**config.mk**
```make
export PLATFORM = sky130hd
export DESIGN_NAME = dmem_ctrl
export DESIGN_NICKNAME = d
export VERILOG_FILES = /design/src/rtl/dmem_pkg.sv /design/src/rtl/dmem_ram.sv /design/src/rtl/dmem_ctrl.sv
export SDC_FILE = /design/constraint.sdc
export NUM_CORES = 2
export LEC_CHECK = 0
export ABC_CLOCK_PERIOD_IN_PS = 3670
export BUFFER_PORTS_ARGS = -buffer_cell sky130_fd_sc_hd__clkbuf_2
export CAP_MARGIN = 25
export CORE_MARGIN = 2
export CORE_UTILIZATION = 35
export DETAILED_ROUTE_END_ITERATION = 6
export GPL_ROUTABILITY_DRIVEN = 0
export SLEW_MARGIN = 25
export SYNTH_ARGS = -nofsm -noshare
export SYNTH_HDL_FRONTEND = slang
export SYNTH_SLANG_ARGS = --single-unit
export TNS_END_PERCENT = 20
```
**constraint.sdc**
```tcl
create_clock -name clk -period 3.67 [get_ports clk]
set_input_delay 0.734 -clock clk [delete_from_list [all_inputs] [get_ports clk]]
set_output_delay 0.734 -clock clk [all_outputs]
set_load 0.005 [all_outputs]
```
**src/rtl/dmem_pkg.sv**
```systemverilog
// Shared types and defaults for the data-memory controller.
// Holds the access FSM encoding and counter sizing.
package dmem_pkg;

    typedef enum logic [1:0] {
        IDLE = 2'd0,
        BUSY = 2'd1,
        DONE = 2'd2
    } state_t;

    localparam int DMEM_DEPTH = 64;
    localparam int DMEM_WAIT  = 2;
    localparam int CNT_W      = 4;

    function automatic int addr_bits(input int depth);
        return (depth > 1) ? $clog2(depth) : 1;
    endfunction

endpackage

```
**src/rtl/dmem_ram.sv**
```systemverilog
// Word-organised data storage: synchronous write, registered read.
// Only the read register is reset; the array keeps its contents.
module dmem_ram
    import dmem_pkg::*;
#(
    parameter int DEPTH = DMEM_DEPTH,
    parameter int AW    = addr_bits(DMEM_DEPTH)
) (
    input  logic          clk_i,
    input  logic          rst_i,
    input  logic          we_i,
    input  logic          re_i,
    input  logic [AW-1:0] addr_i,
    input  logic [31:0]   wdata_i,
    output logic [31:0]   rdata_o
);

    logic [31:0] mem_q [DEPTH];
    logic [31:0] rdata_q;

    always_ff @(posedge clk_i) begin
        if (we_i) begin
            mem_q[addr_i] <= wdata_i;
        end
    end

    always_ff @(posedge clk_i or posedge rst_i) begin
        if (rst_i) begin
            rdata_q <= '0;
        end else if (re_i) begin
            rdata_q <= mem_q[addr_i];
        end
    end

    assign rdata_o = rdata_q;

endmodule

```
**src/rtl/dmem_ctrl.sv**
```systemverilog
// Multi-cycle data-memory controller: checks requests, stalls the
// pipeline for a fixed latency and performs one access per request.
module dmem_ctrl
    import dmem_pkg::*;
#(
    parameter int DEPTH       = DMEM_DEPTH,
    parameter int WAIT_CYCLES = DMEM_WAIT
) (
    input  logic        clk,
    input  logic        reset,
    input  logic        MemRead,
    input  logic        MemWrite,
    input  logic [31:0] ALUResult,
    input  logic [31:0] WriteData,
    output logic [31:0] ReadData,
    output logic        Stall,
    output logic        MemErr
);

    localparam int AW = addr_bits(DEPTH);
    localparam logic [CNT_W-1:0] CNT_LOAD = CNT_W'(WAIT_CYCLES);
    localparam logic [CNT_W-1:0] CNT_LAST = CNT_W'(1);

    state_t           state_q;
    logic [CNT_W-1:0] cnt_q;
    logic [AW-1:0]    addr_q;
    logic [31:0]      wdata_q;
    logic             wr_q;

    logic req_any;
    logic one_dir;
    logic aligned;
    logic in_range;
    logic req_ok;
    logic is_idle;
    logic is_busy;
    logic finish;
    logic ram_we;
    logic ram_re;

    assign req_any  = MemRead | MemWrite;
    assign one_dir  = MemRead ^ MemWrite;
    assign aligned  = (ALUResult[1:0] == 2'b00);
    assign in_range = (ALUResult[31:2] < 30'(DEPTH));
    assign req_ok   = one_dir & aligned & in_range;

    assign is_idle = (state_q == IDLE);
    assign is_busy = (state_q == BUSY);
    assign finish  = is_busy & (cnt_q == CNT_LAST);

    // Reset gating keeps both outputs low while reset is held.
    assign Stall  = ~reset & (is_busy | (is_idle & req_ok));
    assign MemErr = ~reset & is_idle & req_any & ~req_ok;

    assign ram_we = finish & wr_q;
    assign ram_re = finish & ~wr_q;

    always_ff @(posedge clk or posedge reset) begin
        if (reset) begin
            state_q <= IDLE;
            cnt_q   <= '0;
            addr_q  <= '0;
            wdata_q <= '0;
            wr_q    <= 1'b0;
        end else begin
            unique case (state_q)
                IDLE: begin
                    if (req_ok) begin
                        addr_q  <= ALUResult[AW+1:2];
                        wdata_q <= WriteData;
                        wr_q    <= MemWrite;
                        cnt_q   <= CNT_LOAD;
                        state_q <= BUSY;
                    end
                end
                BUSY: begin
                    cnt_q <= cnt_q - CNT_LAST;
                    if (cnt_q == CNT_LAST) begin
                        state_q <= DONE;
                    end
                end
                DONE: begin
                    state_q <= IDLE;
                end
                default: begin
                    state_q <= IDLE;
                end
            endcase
        end
    end

    dmem_ram #(
        .DEPTH (DEPTH),
        .AW    (AW)
    ) u_ram (
        .clk_i   (clk),
        .rst_i   (reset),
        .we_i    (ram_we),
        .re_i    (ram_re),
        .addr_i  (addr_q),
        .wdata_i (wdata_q),
        .rdata_o (ReadData)
    );

endmodule

```
; Yosys cells after proc, flatten, opt, wreduce, memory -nomap -nowiden
; Memory sizes are Yosys's and may differ from the RTL's. A register that Yosys moved wholly into a read port is not among the register bits.
; Index checks and enable logic that the tools add are counted.
[totals]
ff_bits = 45
mem_bits_rw = 2048
out_inout_bits = 34
wordCells = 41
memories = 1
[op_classes]
addsub = 1
order_cmp = 1
eq_ne = 4
mux = 7
n_bitwise = 16
n_reduce_logical = 6
[memory_table]
columns = memory, words, word_bits, rd, rd_clocked_by_memory_dff, write_ports, line_no
row1 = u_ram.mem_q, 64, 32, 1, 1, 1, dmem_ram.sv:18  ; logic [31:0] mem_q [DEPTH];
[op_table]
columns = operator, n
row1 = $lt 30x7->1 const B, 1
row2 = $and 1x1->1, 10
row3 = $pmux 4 s2, 1
row4 = $reduce_and 2->1, 3
row5 = $eq 4x1->1 const B, 1
row6 = $logic_not 2->1, 2
row7 = $mux 2, 2
row8 = $mux 4, 1
row9 = $pmux 2 s2, 1
row10 = $sub 4x1->4 const B, 1
row11 = $not 1->1, 3
row12 = $eq 2x1->1 const B, 1
row13 = $mux 1, 2
row14 = $ne 2x1->1 const B, 1
row15 = $ne 2x2->1 const B, 1
row16 = $or 1x1->1, 2
row17 = $reduce_bool 2->1, 1
row18 = $xor 1x1->1, 1

; Logic depth before layout (Yosys ltp)
[logic_depth]
depth_word = 6
ltp_mapped = 11
mapped_depth_nobuf = 8

; Modules after synthesis
; Synthesis repeated with hierarchy kept, for this count alone.
[hier_totals]
cells_unflattened = 4320
area_unflattened_um2 = 81764.7
[modules_own_cells]
columns = mod, instances, cells_per_inst, area_each_um2, seq_area_each_um2
row1 = dmem_ram, 1, 4185, 79839.1, 62299.8
row2 = dmem_ctrl, 1, 135, 1925.6, 1126.1

; Worst setup path before layout
; Ideal clock, no wire load.
[synth_timing]
path_type = register to register
from = register addr_q[2]
to = memory u_ram.mem_q[12][0], enable pin
setup_time_ns = 0.421
t_arrival_ns = 3.031
slack_ns = 0.218
path_stages_with_launch = 9
period_less_slack_ns = 3.452
path_cell_list = dfrtp_1 -> buf_2 -> buf_6 -> buf_4 -> buf_4 -> buf_2 -> buf_2 -> nand3_1 -> nor2_1
[synth_rtl]
columns = item, line_no
row1 = from (decl), dmem_ctrl.sv:26  ; logic [AW-1:0] addr_q;
row2 = from (signal assigned), dmem_ctrl.sv:69  ; addr_q <= ALUResult[AW+1:2];
row3 = to (decl), dmem_ram.sv:18
; Straight into the memory's write port.

; Worst setup path in the final report
[layout_timing]
from = input port MemWrite
to = output port Stall
[layout_between]
elab_chain_cells = 6
[layout_rtl]
columns = item, line_no
row1 = from (decl), dmem_ctrl.sv:12  ; input logic MemWrite,
row2 = $xor 1x1->1, dmem_ctrl.sv:42  ; assign one_dir = MemRead ^ MemWrite;
row3 = $and 1x1->1 (2 in series), dmem_ctrl.sv:45  ; assign req_ok = one_dir & aligned & in_range;
row4 = $and 1x1->1, dmem_ctrl.sv:52  ; assign Stall = ~reset & (is_busy | (is_idle & req_ok));
row5 = $or 1x1->1, dmem_ctrl.sv:52
row6 = $and 1x1->1, dmem_ctrl.sv:52
row7 = to (decl), dmem_ctrl.sv:16  ; output logic Stall,
; Every way passes these cells.

==> metrics.md <==
| Metric | Value |
|---|---|
| Clock Sinks | `2125` |
| Area of the mapped netlist | `81450 sq um` |
| Highest fanout seen on the critical path | `9` |
| Number of maximum-capacitance violations | `0` |
| Clock latency reported for the late side of the worst-skew pair | `0.86 ns` |
| R2R Path Start | `addr_q[2]$_DFFE_PP0P_` |
| Hold buffers post-CTS | `0` |
| Final routed DRC violation total | `0` |
| Violations in the final reports | `hold timing` |
| Reg2reg end | `u_ram.rdata_o[20]$_DFFE_PP0P_` |
| RSZ-0062 raised after global routing | `false` |
| Classification of the worst-slack hold path | `input pin to async pin` |
| Least-Margin Pin Slew | `1.016 ns` |
| Crit path required time | `2.94 ns` |
| Final setup margin | `0.5338 ns` |
| 1st-iter DRT viols | `6600` |
| Core box area | `232100 sq um` |
| Result of the run | `complete, but fails checks` |
| Startpoint Class | `input pin` |
| Worst path arrival time | `2.40 ns` |
| Final global-route overflow total | `0` |
| Vias after detailed routing | `approximately 46000` |
| Avg Synthesized Cell Area | `around 19 sq um` |
| Maximum number of pins on one net before global-route repair | `88` |
| Core Rows | `177` |
| DR pass1 iterations | `6` |
| Warnings from Yosys | `0` |
| Clock slew seen by the registers of the worst setup and hold paths | `approximately 0.06 ns` |
| Count of flip-flops with a built-in enable after synthesis | `2048` |
| Worst reg2reg setup slack | `between 0.5 and 0.6 ns` |
| Die H | `~500 microns` |
| Average detailed-routed wire length per instance | `32.30 microns` |
| Asr flop ratio synth | `3.624%` |
| Smallest hold slack | `-0.007097 ns` |
| Dominant synthesized flop cell | `edfxtp_1` |
| Count of mapped cells out of synthesis | `4277` |
| Starting density of the core | `35.10%` |
| Syn Nets | `4348` |
| Maximum number of buffers from clock root to sink | `3` |
| PostCTS Resize Cnt | `0` |
| H-Tree Depth | `4` |
| Final TNS setup | `0 ns` |
| Reg2reg path depth | `8` |
| Worst Setup Path Type | `input pin to output port` |
| ANT nets after route | `0` |
| Initial antenna violation count | `7` |
| Number of global-route vias before repair | `43890` |
| Die Outline Area | `236600 sq um` |
| Timing-limited maximum frequency | `318.9 MHz` |
| Post-CTS setup buffer count | `0` |
| Number of nets in the finished design | `4701` |
| Die Wd | `a little under 500 microns` |
| Layout cell share with drive strength beyond 1 | `22.59%` |
| Pwr dens | `491.8 nW/um^2` |
| Sort of element at the end of the critical path | `output port` |
| Vias per cell | `5.805` |
| Port Buffer Count | `101` |
| Register bit total from synthesis | `~2100` |
| Number of max-slew violations in the final report | `0` |
| Number of primary I/O pins | `102` |
| Setup WS pre-CTS | `0.5303 ns` |
| Post-DP HPWL | `150.9 mm` |
| Unique cell type count in the Yosys netlist | `between 60 and 70` |
| Tcrit/Tclk final | `85.46%` |
| Lkg Pwr | `~27 nW` |
| Number of clock buffers inserted by TritonCTS | `201` |
| Final setup viols | `0` |
| Wire length of the first global-routing pass | `350.2 mm` |
| CTS root buffer | `clkbuf_16` |
| Setup clock skew after layout | `~0.032 ns` |
| Area Growth Syn to Fin | `16.75%` |
| Sequential-to-total area share from yosys stat | `77.87%` |
| Overall routed net length | `approximately 250 mm` |
| Maximum vdd drop | `about 380 uV` |
| CTS tree | `done` |
| Global-route usage over all layers | `20.95%` |
| Final Hold Vio Count | `2` |
| Worst relative slew slack | `between 30% and 40%` |
| Minimum clock period after layout | `3.136 ns` |
==> stage by stage <==
step	hold slack (ns)	instance area [sq um]	total power, mW	std cells	utilization [%]
detailed placement	0.5317	88610	26.77	7470	38.18
floorplan	0.4901	81450	26.71	4277	-
global placement	0.5252	88600	26.77	7470	38.17
global route	0.01753	95080	47.83	7842	40.97
CTS	0.01011	95060	46.97	7842	40.96
finish	-0.007097	95090	46.76	7846	40.97
==> worst max-delay path by stage <==
| stage | start | to | slack, ns | cells after the start |
|---|---|---|---|---|
| 2_1_floorplan | addr_q[2]$_DFFE_PP0P_ | u_ram.mem_q[12][0]$_DFFE_PP_ | 0.22 | 8 |
| 3_3_place_gp | MemWrite | Stall | 0.44 | 9 |
| 3_5_place_dp | MemWrite | Stall | 0.53 | 9 |
| 4_1_cts | MemWrite | Stall | 0.52 | 9 |
| 5_1_grt | MemWrite | Stall | 0.29 | 9 |
| 6_report | MemWrite | Stall | 0.53 | 9 |
==> cell usage after synthesis (all sizes together) (4+ instances only) <==
library cell  count  share of area, %
o2111ai           7             0.075
nor3              7             0.043
or2               4             0.031
edfxtp         2048                76
mux4            174               4.8
a31oi            24              0.18
o21ai           129              0.79
mux2i           404               5.0
a21oi            86              0.53
o22ai            61              0.47
o211ai           14              0.13
buf             202               1.5
mux2             80               1.1
nand3b            5             0.046
o2bb2ai           9             0.097
a32oi             6             0.065
a22oi           165               1.5
clkbuf           77              0.35
o32a             19              0.23
nand4            20              0.15
nor2b            11             0.084
a221oi          193               2.1
inv              11             0.051
a41oi             4             0.043
dfrtp            77               2.4
o22a             14              0.15
nor4             10             0.095
nand3            68              0.42
a211oi            8             0.074
nor2            165              0.76
o221ai            8             0.086
o21a              4             0.037
a22o             20              0.22
and2              7             0.054
and3              6             0.046
nand2            93              0.43
nand2b            5             0.038
==> kinds of logic after synthesis <==
family,synth area share [%]
buffers and inverters,1.919
multiplexers,10.88
AND/OR/NAND/NOR,2.329
XOR/XNOR,0.02151
AO/OA/AOI/OAI,6.936
adder cells (fa/ha/maj),0.04609
flip-flops,77.87
==> report_power, final <==
part	total [mW]	leakage (nW)	switching (mW)	internal, mW
sequential	26.2	14.9	0.0000269	26.2
clock	20.5	3.16	8.95	11.6
combinational	0.0800	9.17	0.0485	0.0315
total	46.8	27.3	9.00	37.8
==> state kept, by name (all words and copies together) (netlist names) <==
register,flops
u_ram.mem_q,2048
wr_q,1
addr_q,6
cnt_q,4
state_q,2
wdata_q,32
u_ram.rdata_o,32
==> layout make-up <==
| class | instances | area, sq um |
|---|---|---|
| clock inverter | 99 | 857.1 |
| antenna | 4 | 10.01 |
| sequential | 2125 | 63510 |
| tap | 3043 | 3807 |
| fill | 20420 | 137000 |
| clock buffer | 273 | 5589 |
| timing repair buffer | 429 | 4219 |
| inverter | 11 | 46.29 |
| multi-input combinational | 1862 | 17050 |
==> worst max-delay path, stage by stage <==
cell and delay [ns]:
clkbuf_2 0.07, inv_1 0.04, ha_1 0.27, nor4b_1 0.27, nand4_1 0.22, nor4_4 0.36, inv_2 0.15, a21oi_1 0.15
clkbuf_2 0.13
==> routing by layer <==
metal | vias up | share of wire, % | GRT usage, %
li1 | 18410 | - | -
met5 | - | 0.0051 | 0
met4 | 2 | 2.8 | 6.247
met2 | 2518 | 48 | 33.84
met3 | 370 | 9.4 | 4.192
met1 | 24240 | 40 | 28.67
==> cell usage in the layout (no fill, tap or decap), types with 61 or more instances in the layout <==
cell and n:
a221oi_1 193, nor2_1 97, mux2i_1 404, mux4_2 174, mux2_2 72, o21ai_0 96
a22oi_1 165, a21oi_1 86, nand3_1 67, clkbuf_16 208, buf_4 228, edfxtp_1 2048
clkbuf_2 101, buf_12 100, o22ai_1 61, nand2_1 91, nor2_4 68
Power figures use the tool's default switching activity.
